$ cat config.mk
export PLATFORM = sky130hd
export DESIGN_NAME = vfd_scan_sequencer
export DESIGN_NICKNAME = d
export VERILOG_FILES = /design/src/rtl/vfd_scan_sequencer.sv
export SDC_FILE = /design/constraint.sdc
export NUM_CORES = 1
export LEC_CHECK = 0
export CORE_AREA = 4 4 87 57
export DETAILED_ROUTE_END_ITERATION = 10
export DIE_AREA = 0 0 91 61
export HOLD_SLACK_MARGIN = 0.03
export PLACE_DENSITY_LB_ADDON = 0.15
export SYNTH_ARGS = -nofsm -noshare
export SYNTH_HDL_FRONTEND = slang
export SYNTH_SLANG_ARGS = --single-unit
$ cat constraint.sdc
create_clock -name CLK -period 2 [get_ports CLK]
set_clock_uncertainty 0.15 [all_clocks]
set_input_delay 0.3 -clock CLK [delete_from_list [all_inputs] [get_ports CLK]]
set_output_delay 0.3 -clock CLK [all_outputs]
set_load 0.03 [all_outputs]
$ cat src/rtl/vfd_scan_sequencer.sv
// vfd_scan_sequencer
//   Refresh sequencer for the MN15439A VFD. Each grid slot lasts PERIOD
//   clocks. At the start of a slot it raises BLK and LAT. LAT falls after
//   LAT_LEN cycles. BLK falls after BLK_LEN cycles, and XFER_EN opens the
//   Tri-SPI/GCP window at that point. The window closes on XFER_DONE or after
//   XFER_TMO cycles, and GN then advances. The sequencer pauses at a slot
//   start while the host holds HOST_CS_N low.
//
//   Optional feature macro: VFD_SCAN_FRAME_SYNC_EN
//     defined   - a host pause is honoured only at a frame boundary (GN==1)
//     undefined - a host pause is honoured at the next slot start
//
// Ports:
//   CLK          in   system clock (12 MHz)
//   RST_N        in   asynchronous active-low reset
//   HOST_CS_N    in   host SPI chip select (asynchronous, low = host owns GRAM)
//   XFER_DONE    in   one-cycle pulse from Tri-SPI when the transfer finishes
//   BLK          out  display blanking
//   LAT          out  serial latch
//   XFER_EN      out  enable for TSPI SCE and GCPCLK PCE
//   GN[5:0]      out  current grid number, 1..GRIDS
//   FRAME_START  out  one-cycle pulse at the slot start with GN==1
//   SCAN_ACTIVE  out  high while slots are being issued
//   XFER_ERR     out  sticky transfer-timeout flag
module vfd_scan_sequencer #(
    parameter int unsigned PERIOD   = 3846,
    parameter int unsigned GRIDS    = 52,
    parameter int unsigned LAT_LEN  = 3,
    parameter int unsigned BLK_LEN  = 117,
    parameter int unsigned XFER_TMO = 296
) (
    input  logic       CLK,
    input  logic       RST_N,
    input  logic       HOST_CS_N,
    input  logic       XFER_DONE,
    output logic       BLK,
    output logic       LAT,
    output logic       XFER_EN,
    output logic [5:0] GN,
    output logic       FRAME_START,
    output logic       SCAN_ACTIVE,
    output logic       XFER_ERR
);

    localparam int unsigned CW = $clog2(PERIOD);
    localparam int unsigned TW = $clog2(XFER_TMO + 1);

    localparam logic [CW-1:0] CNT_LAST = CW'(PERIOD - 1);
    localparam logic [CW-1:0] LAT_END  = CW'(LAT_LEN);
    localparam logic [CW-1:0] BLK_END  = CW'(BLK_LEN);
    localparam logic [TW-1:0] TMO_LAST = TW'(XFER_TMO - 1);
    localparam logic [5:0]    GN_LAST  = 6'(GRIDS);

    typedef enum logic [1:0] {IDLE, BLANK, XFER, HOLD} state_e;

    state_e          state_q;
    logic [CW-1:0]   cnt_q, cnt_d;
    logic [TW-1:0]   tmo_q;
    logic            cs_meta_q, cs_s_q;
    logic            blk_q, lat_q, xfer_q, frame_q, scan_q, err_q;
    logic [5:0]      gn_q, gn_next;
    logic            slot_go;

    // The slot counter runs freely in every state. Slot timing therefore
    // never drifts, whatever happens with pauses or timeouts.
    always_comb begin
        cnt_d = (cnt_q == CNT_LAST) ? '0 : cnt_q + 1'b1;
    end

    always_ff @(posedge CLK or negedge RST_N) begin
        if (!RST_N) begin
            cnt_q <= '0;
        end else begin
            cnt_q <= cnt_d;
        end
    end

    // The synchronizer resets to "host idle" so that the first slot after
    // reset can start at counter 0.
    always_ff @(posedge CLK or negedge RST_N) begin
        if (!RST_N) begin
            cs_meta_q <= 1'b1;
            cs_s_q    <= 1'b1;
        end else begin
            cs_meta_q <= HOST_CS_N;
            cs_s_q    <= cs_meta_q;
        end
    end

    assign gn_next = (gn_q == GN_LAST) ? 6'd1 : gn_q + 6'd1;

`ifdef VFD_SCAN_FRAME_SYNC_EN
    // Mid-frame, the host request is deferred until GN wraps back to 1.
    assign slot_go = cs_s_q || (gn_q != 6'd1);
`else
    assign slot_go = cs_s_q;
`endif

    always_ff @(posedge CLK or negedge RST_N) begin
        if (!RST_N) begin
            state_q <= IDLE;
            blk_q   <= 1'b0;
            lat_q   <= 1'b0;
            xfer_q  <= 1'b0;
            frame_q <= 1'b0;
            scan_q  <= 1'b0;
            err_q   <= 1'b0;
            gn_q    <= 6'd1;
            tmo_q   <= '0;
        end else begin
            frame_q <= 1'b0;
            case (state_q)
                IDLE: begin
                    if (cnt_q == '0) begin
                        if (slot_go) begin
                            state_q <= BLANK;
                            blk_q   <= 1'b1;
                            lat_q   <= 1'b1;
                            scan_q  <= 1'b1;
                            frame_q <= (gn_q == 6'd1);
                        end else begin
                            scan_q  <= 1'b0;
                        end
                    end
                end
                BLANK: begin
                    if (cnt_q == LAT_END) begin
                        lat_q <= 1'b0;
                    end
                    if (cnt_q == BLK_END) begin
                        blk_q   <= 1'b0;
                        xfer_q  <= 1'b1;
                        tmo_q   <= '0;
                        state_q <= XFER;
                    end
                end
                XFER: begin
                    // A done pulse on the final window cycle takes
                    // precedence over the timeout.
                    if (XFER_DONE || (tmo_q == TMO_LAST)) begin
                        xfer_q  <= 1'b0;
                        gn_q    <= gn_next;
                        state_q <= HOLD;
                        if (!XFER_DONE) begin
                            err_q <= 1'b1;
                        end
                    end else begin
                        tmo_q <= tmo_q + 1'b1;
                    end
                end
                HOLD: begin
                    if (cnt_q == CNT_LAST) begin
                        state_q <= IDLE;
                    end
                end
                default: state_q <= IDLE;
            endcase
        end
    end

    assign BLK         = blk_q;
    assign LAT         = lat_q;
    assign XFER_EN     = xfer_q;
    assign GN          = gn_q;
    assign FRAME_START = frame_q;
    assign SCAN_ACTIVE = scan_q;
    assign XFER_ERR    = err_q;

endmodule

After elaboration in Yosys (flattened, before gate mapping)

Cells that the tools add are included.

Register bits: 37
Bits of input ports: 4
Output and inout bits: 12
Word-level logic and storage cells: 69

$add $sub $neg: 3
Equal/unequal tests: 16
Muxes and demuxes: 24
Bitwise logic cells: 1
Reduce and logical (&&, ||, !) cells: 13

Operators with widths:

| cell                                                             | number |
|---|---|
| 9-bit 2-to-1 mux                                                 | 2 |
| 9-bit one-hot mux with 2 select lines                            | 1 |
| 2-bit != test, second input constant                             | 7 |
| 12-bit by 1-bit adder with 12-bit output, second input constant  | 1 |
| 12-bit == test, second input constant                            | 1 |
| 12-bit by 2-bit == test with 1-bit output, second input constant | 1 |
| 12-bit by 7-bit == test with 1-bit output, second input constant | 1 |
| 12-bit zero test                                                 | 1 |
| 12-bit 2-to-1 mux                                                | 1 |
| 1-bit 2-to-1 mux                                                 | 10 |
| 2-bit 2-to-1 mux                                                 | 5 |
| 9-bit by 1-bit adder with 9-bit output, second input constant    | 1 |
| 9-bit == test, second input constant                             | 1 |
| 3-bit AND reduction                                              | 3 |
| 2-bit one-hot mux with 4 select lines                            | 1 |
| 4-bit AND reduction                                              | 2 |
| 6-bit by 1-bit adder with 6-bit output, second input constant    | 1 |
| 6-bit by 1-bit == test with 1-bit output, second input constant  | 1 |
| 6-bit == test, second input constant                             | 1 |
| 6-bit 2-to-1 mux                                                 | 1 |
| 1-bit one-hot mux with 2 select lines                            | 3 |
| 5-bit AND reduction                                              | 1 |
| 2-bit == test, second input constant                             | 2 |
| 2-bit AND reduction                                              | 2 |
| 5 further kinds                                                  | 6 |

Longest topological paths before layout

Gate-level depths: netlist of run 1.

Depth in word-level cells: 4
Mapped depth: 8
Depth with buffers taken out: 6

Worst setup path after synthesis of run 1

Ideal clock, no wire load.

Path type: reg-to-reg
From: register state_q[0]
To: register tmo_q[5]
Library setup time: 0.126 ns
Arrival: 1.899 ns
Data required time: 1.724 ns
Setup slack: -0.175 ns
Stages on the path, launching flop included: 9
Buffers on the path: 2
Clock period less this slack: 2.175 ns
Cell sequence: dfrtp_1 inv_1 ha_1 buf_1 nand2b_1 a21o_2 clkbuf_8 o311a_1 a221o_1

Longest elaborated chain between the ends: 3
Elaborated cells on any way between the ends: 7
Those cells by class: eq/ne: 4; mux: 1; reduce/logical: 2

Ends and longest elaborated chain:

| item                                                                             | RTL line | source |
|---|---|---|
| from (decl)                                                                      | 56       | `state_e state_q;` |
| from (signal assigned)                                                           | 101      | `state_q <= IDLE;` |
| from (signal assigned)                                                           | 116      | `state_q <= BLANK;` |
| from (signal assigned)                                                           | 134      | `state_q <= XFER;` |
| 2-bit == test / 2-bit by 1-bit == test with 1-bit output (equally long branches) | 112      | `case (state_q)` |
| 2-bit != test (no source line) / 2-bit nonzero test (equally long branches)      | --       |  |
| 3-bit AND reduction (no source line)                                             | --       |  |
| to (signal assigned)                                                             | 148      | `tmo_q <= tmo_q + 1'b1;` |
| to (decl)                                                                        | 58       | `logic [TW-1:0] tmo_q;` |

Parallel ways exist; a longest one is shown, timed or not.
A chain may end at the register's enable or synchronous reset.

Worst setup path in the final report of run 1

From: register cnt_q[8]
To: register blk_q, in the netlist BLK

Longest elaborated chain between the ends: 3
Elaborated cells on any way between the ends: 5
Those cells by class: eq/ne: 3; reduce/logical: 2

Ends and longest elaborated chain:

| item                                                                                 | RTL line | source |
|---|---|---|
| from (decl)                                                                          | 57       | `logic [CW-1:0] cnt_q, cnt_d;` |
| from (signal assigned)                                                               | 74       | `cnt_q <= cnt_d;` |
| 12-bit by 7-bit == test with 1-bit output / 12-bit zero test (equally long branches) | 130, 114 |  |
| 2-bit != test (no source line)                                                       | --       |  |
| 4-bit AND reduction (no source line) (*)                                             | --       |  |
| to (signal assigned)                                                                 | 102      | `blk_q <= 1'b0;` |
| to (signal assigned)                                                                 | 117      | `blk_q <= 1'b1;` |
| to (signal assigned)                                                                 | 131      | `blk_q <= 1'b0;` |
| to (decl)                                                                            | 60       | `logic blk_q, lat_q, xfer_q, frame_q, scan_q, err_q;` |

Mark *: on every way between the ends. The rest lies on a longest branch, timed or not.

==> out/metrics.csv, run 1 <==
metric;value;unit
status;finished with violations;
failing checks;setup timing;
synth warn;0;
CP max stage delay;0.61;ns
Final Util;0.702;
net switching power;320;µW
top cells by count, synth;34 x dfrtp_1, 16 x inv_1, 13 x nor2_1;
DR WL/cell;16.8;µm
Die Wd;91;µm
Hold Crit Start;cs_meta_q;
fin worst setup slack;-0.133;ns
# port buffers;15;
IO Count;16;
Mapped Avg Cell Area;10.3;µm²
total gr overflow;0;
dominant synthesized flop cell;dfrtp_1;
drt first pass iters;5;
Antenna Cells;0;
via count;1856;
Row Count;18;
die area;5550;µm²
Post-synth EDFFs;0;
DR vias/cell;5.89;
H-tree depth;2;
Logic pwr share;0.030;
post-synth top area cell;dfrtp_1;
Worst Path Required;2.04;ns
nets;280;
initial antenna violation count;0;
CTS Sinks;37;
antenna-violating nets left;0;
Final min period;2.13;ns
Internal Power;1.18;mW
first-pass GRT wire length;8840;µm
pwr/cell area;526;nW/µm²
Post-Syn Area;2100;µm²
Tightest Pin Transition;0.477;ns
Hold-fix buffers, CTS;0;
Yosys cell types;57;
Crit. End Element;flip-flop;
HPWL Detailed;3620;µm
GR Util All Layers;0.203;
core area;4050;µm²
RSZ-0062 raised after global routing;yes;
worst setup path start;cnt_q[8];
Rel. slew slack;0.682;
hold depth;0;
Starting Density;0.517;
synth top area cells;dfrtp_1 41%, ha_1 7.2%, dfstp_2 3.8%;
endpoints failing setup;9;
register bit count reported by yosys;37;
register area share after synthesis;0.443;
Final GP Congestion;0.878;
Clock Tree Buf Depth;2;
Final Max Tran Viols;0;
CP cell instances;or4_4 -> buf_6 -> nor3_4 -> mux2_4 -> a22o_1;
CTS Root Buffer Type;clkbuf_8;
TritonCTS clock tree;yes;
CP Max Fanout;5;
Area Overhead vs Synth;35.7;%
Switching Share;0.214;
Fin. Hold Viols;0;
worst hold path class;flip-flop to flip-flop;
clock group share of total power;0.464;
Hold WS;0.210;ns
clock latency at the later pin of the worst-skew pair;0.30;ns
Synthesized Nets;219;
vias in the first global route;1862;
Clock Pin Slew Worst Setup and Hold Paths;0.08;ns
Worst setup SP type;flip-flop;
number of max-cap violations;0;
Worst EP arrival;2.17;ns
Mapped Cells;203;
R2R cell count;5;
VDD IR max;0.550;mV
Reg power frac;0.506;
Reg2Reg Launch Point;cnt_q[8];
fin crit share;1.07;
WS Path Type;flip-flop to flip-flop;
largest net degree at the start of global routing;38;
DRC violations left;0;
fillcell total;289;
layout cells sized above 1;0.325;
Max Fclk;0.469;GHz
DRT iter0 DRCs;93;
Num CTS Buffers;5;
Die Ht;61;µm
ys async rst share;1.00;
count leader, synth;dfrtp_1;
CP max-delay cell;or4_4;
Yosys top cell area share;0.406;
Leak;1.25;nW
final wirelength;5300;µm
==> state kept, by name, indices dropped and copies added (netlist names), 2 cells and up <==
register  flops
tmo_q         9
GN            6
cnt_q        12
state_q       2
==> routing by layer <==
layer | global-route usage | part of all wire | routed length [µm]
met2 | 0.348 | 0.48 | 2540
met4 | 0.0687 | 0.012 | 62
met3 | 0.0434 | 0.050 | 264
met1 | 0.263 | 0.46 | 2440
met5 | 0 | 0 | 0
==> worst paths after layout <==
path,endpoint,slack (ns)
worst max-delay path,BLK,-0.13
min in group asynchronous,cnt_q[1],0.27
worst min-delay path,cs_s_q,0.21
max in group asynchronous,GN[0],1.07
worst max register to register,BLK,-0.13
worst min register to register,cs_s_q,0.21
==> through the flow <==
stage          setup WS [ns]  cells  instance area (µm²)  power [mW]  setup TNS, ns
6_report              -0.133    315                 2850        1.50         -0.588
5_1_grt               -0.189    315                 2850        1.55          -1.54
4_1_cts               -0.121    311                 2770        1.50         -0.351
3_5_place_dp          -0.138    299                 2560       0.818         -0.533
3_3_place_gp         -0.0374    299                 2560       0.817        -0.0820
2_1_floorplan        -0.0887    203                 2120       0.783         -0.195
==> logic make-up after synthesis <==
group           Yosys count  synth area share
mux                       6            0.0334
simple gates             73             0.202
flops                    37             0.443
fa+ha+maj                12            0.0716
xor+xnor                  8            0.0334
compound gates           46             0.168
buf+inv                  21            0.0477
==> worst max-delay path, delay by kind of cell, from the launching register on <==
family | cells | cell delay, ns
AND/OR/NAND/NOR | 2 | 0.82
multiplexers | 1 | 0.32
buffers and inverters | 1 | 0.16
AO/OA/AOI/OAI | 1 | 0.20
flip-flops | 1 | 0.38
==> what timing repair did <==
action	4_1_cts	5_1_grt
pin swaps	7	7
cloned	0	0
endpoints found under the setup margin	10	18
resized for setup	14	11
setup buffers	4	4
==> cell usage in the layout (no fill, tap or decap), drive strengths merged, types with 4 or more instances in the layout <==
master	count
clkbuf	6
nor4	6
a21oi	12
o31ai	4
o21ai	6
ha	12
nand2	11
nand3	11
dfrtp	34
xnor2	5
nor3	7
inv	16
mux2	5
buf	44
a22o	4
clkdlybuf4s50	14
nor2	13
==> power groups by stage <==
| stage | Sequential (mW) | Clock (mW) | Combinational [mW] |
|---|---|---|---|
| 6_report | 0.758 | 0.693 | 0.0449 |
| 5_1_grt | 0.759 | 0.743 | 0.0500 |
| 4_1_cts | 0.758 | 0.701 | 0.0458 |
| 3_5_place_dp | 0.772 | 0 | 0.0458 |
| 3_3_place_gp | 0.772 | 0 | 0.0446 |
| 2_1_floorplan | 0.776 | 0 | 0.00671 |
==> final cells by class <==
cell class	count	area, µm²	area share
multi-input combinational	145	1170	0.413
tap	50	62.6	0.0220
sequential	37	930	0.327
clock buffer	6	82.6	0.0290
clock inverter	2	37.5	0.0132
timing repair buffer	59	498	0.175
inverter	16	60.1	0.0211
No activity file was read; power rests on OpenSTA's default activity.
==> run 2: changes to the inputs <==
--- a/config.mk
+++ b/config.mk
@@ -6,10 +6,13 @@
 export NUM_CORES = 1
 export LEC_CHECK = 0
 export CORE_AREA = 4 4 87 57
+export CTS_CLUSTER_DIAMETER = 200
 export DETAILED_ROUTE_END_ITERATION = 10
 export DIE_AREA = 0 0 91 61
+export GPL_TIMING_DRIVEN = 0
 export HOLD_SLACK_MARGIN = 0.03
 export PLACE_DENSITY_LB_ADDON = 0.15
 export SYNTH_ARGS = -nofsm -noshare
 export SYNTH_HDL_FRONTEND = slang
 export SYNTH_SLANG_ARGS = --single-unit
+export TNS_END_PERCENT = 1
==> out/metrics.csv, run 2 (synthesized netlist as in run 1, its figures left out) <==
metric;value;unit;change
CP Max Fanout;3;;-2
GR Util All Layers;0.190;;-0.0129
Worst setup SP type;flip-flop;;
largest net degree at the start of global routing;38;;unchanged
Reg2Reg Launch Point;cnt_q[8];;
DR vias/cell;5.81;;-1.4%
CTS Root Buffer Type;clkbuf_8;;
DRT iter0 DRCs;93;;unchanged
Row Count;18;;unchanged
failing checks;setup timing;;
Switching Share;0.226;;+0.0120
CP max stage delay;0.59;ns;-0.02 ns
hold path endpoint;cs_s_q;;
initial antenna violation count;0;;unchanged
fin worst setup slack;-0.112;ns;+0.0214 ns
Multi-input gate area;1150;µm²;-1.8%
fin crit share;1.06;;-0.0107
number of max-cap violations;0;;unchanged
Final Util;0.659;;-0.0426
drt first pass iters;4;;-1
Die Wd;91;µm;unchanged
Worst EP arrival;2.14;ns;-0.03 ns
Crit. End Element;flip-flop;;
CTS Sinks;37;;unchanged
most common cell after layout, fill and taps aside;dfrtp_1;;
Worst Path Required;2.02;ns;-0.02 ns
total gr overflow;0;;unchanged
Tightest Pin Transition;0.851;ns;+0.374 ns
hold depth;0;;unchanged
Area after DPL;2320;µm²;-9.3%
IO Count;16;;unchanged
WS Path Type;flip-flop to flip-flop;;
TritonCTS clock tree;yes;;
antenna-violating nets left;0;;unchanged
DR WL/cell;16.1;µm;-4.5%
endpoints failing setup;12;;+3
via count;1743;;-6.1%
design area;2670;µm²;-6.1%
clock group share of total power;0.388;;-0.076
flop2flop setup slack;-0.11;ns;+0.02 ns
clock latency at the later pin of the worst-skew pair;0.28;ns;-0.02 ns
RSZ-0062 raised after global routing;yes;;
vias in the first global route;1756;;-5.7%
VDD IR max;0.388;mV;-29%
Internal Power;1.01;mW;-14%
R2R Path End;BLK;;
first-pass GRT wire length;8310;µm;-6.0%
Biggest register;cnt_q;;
Logic pwr share;0.030;;about the same
Hold WS;0.217;ns;+0.00709 ns
HPWL Detailed;3130;µm;-14%
number of flip-flops in the largest register;12;;unchanged
# port buffers;15;;unchanged
H-tree depth;2;;unchanged
final wirelength;4820;µm;-9.1%
Starting Density;0.517;;unchanged
pwr/cell area;487;nW/µm²;-7.3%
Final Max Tran Viols;0;;unchanged
DRC violations left;0;;unchanged
net switching power;294;µW;-8.1%
CP cell instances;or4_4 -> buf_12 -> nor3_4 -> mux2_4 -> a22o_1;;
Hold Crit Start;cs_meta_q;;
Die Ht;61;µm;unchanged
Leak;1.17;nW;-6.9%
Fin. Hold Viols;0;;unchanged
Clock Pin Slew Worst Setup and Hold Paths;0.07;ns;about the same
most frequent cells in the layout;32 x dfrtp_1, 23 x buf_4, 13 x inv_1, 13 x clkdlybuf4s50_1, 12 x nor2_1;;
status;finished with violations;;
Antenna Cells;0;;unchanged
layout cells sized above 1;0.280;;-0.0445
nets;265;;-5.4%
core area;4050;µm²;unchanged
Area Overhead vs Synth;27.4;%;
Final min period;2.11;ns;-0.0214 ns
R2R cell count;5;;unchanged
CP max-delay cell;or4_4;;
Clock Tree Buf Depth;2;;unchanged
worst hold path class;flip-flop to flip-flop;;
Final GP Congestion;0.850;;-3.2%
die area;5550;µm²;unchanged
Rel. slew slack;0.433;;-0.249
Num CTS Buffers;5;;unchanged
Reg power frac;0.583;;+0.077
fillcell total;303;;+4.8%
total power;1.30;mW;-13%
Max Fclk;0.474;GHz;+1.0%
Reg area;932;µm²;+0.27%
==> run 2: through the flow <==
stage / setup slack (ns) / std cells / setup TNS, ns
5_1_grt: -0.161 / 300 / -1.48
3_3_place_gp: -0.338 / 268 / -12.95
2_1_floorplan: -0.0887 / 203 / -0.278
4_1_cts: -0.107 / 298 / -0.629
3_5_place_dp: -0.249 / 268 / -2.07
6_report: -0.112 / 300 / -0.565
==> run 2: per-layer routing <==
layer  vias to the layer above  GRT usage  part of all wire
met5                         -          0                 0
met4                         0     0.0601             0.011
met3                         9     0.0434             0.047
met2                        45      0.329              0.49
met1                       846      0.243              0.46
li1                        843          -                 -
==> run 2: timing repair <==
action,CTS,global route
gates cloned,0,0
pin swaps,10,5
hold endpoints to repair,34,0
setup endpoints to repair,19,21
gates resized for setup,20,4
setup buffers,21,2
hold buffers,1,0
==> run 2: worst max-delay path by stage <==
stage,start,end,slack [ns],depth (start not counted)
final,cnt_q[8],BLK,-0.11,5
after global routing,cnt_q[8],BLK,-0.16,5
after CTS,cs_s_q,BLK,-0.11,4
after detailed placement,cnt_q[11],state_q[1],-0.25,4
after global placement,RST_N,tmo_q[5],-0.34,1
after floorplan,cnt_q[11],state_q[1],-0.09,4
==> run 2: power by group through the flow <==
| stage | clock (mW) | combinational [mW] | sequential [mW] |
|---|---|---|---|
| final | 0.505 | 0.0389 | 0.758 |
| after global routing | 0.551 | 0.0437 | 0.759 |
| after CTS | 0.513 | 0.0397 | 0.759 |
| after detailed placement | 0 | 0.0378 | 0.773 |
| after global placement | 0 | 0.0382 | 0.772 |
| after floorplan | 0 | 0.00671 | 0.776 |
==> run 2: layout make-up <==
cell class | count | area share
Inverter | 16 | 0.0225
Sequential cell | 37 | 0.349
Timing Repair Buffer | 39 | 0.127
Clock buffer | 6 | 0.0272
Clock inverter | 2 | 0.00375
Multi-Input combinational cell | 145 | 0.432
Buffer | 5 | 0.0159
Tap cell | 50 | 0.0234
==> run 2: worst max-delay path, delay by kind of cell (launching register included) <==
kind | cells | cell delay (ns)
and+or+nand+nor | 2 | 0.79
DFF | 1 | 0.38
muxes | 1 | 0.31
AOI/OAI and AO/OA | 1 | 0.21
buffers and inverters | 1 | 0.16
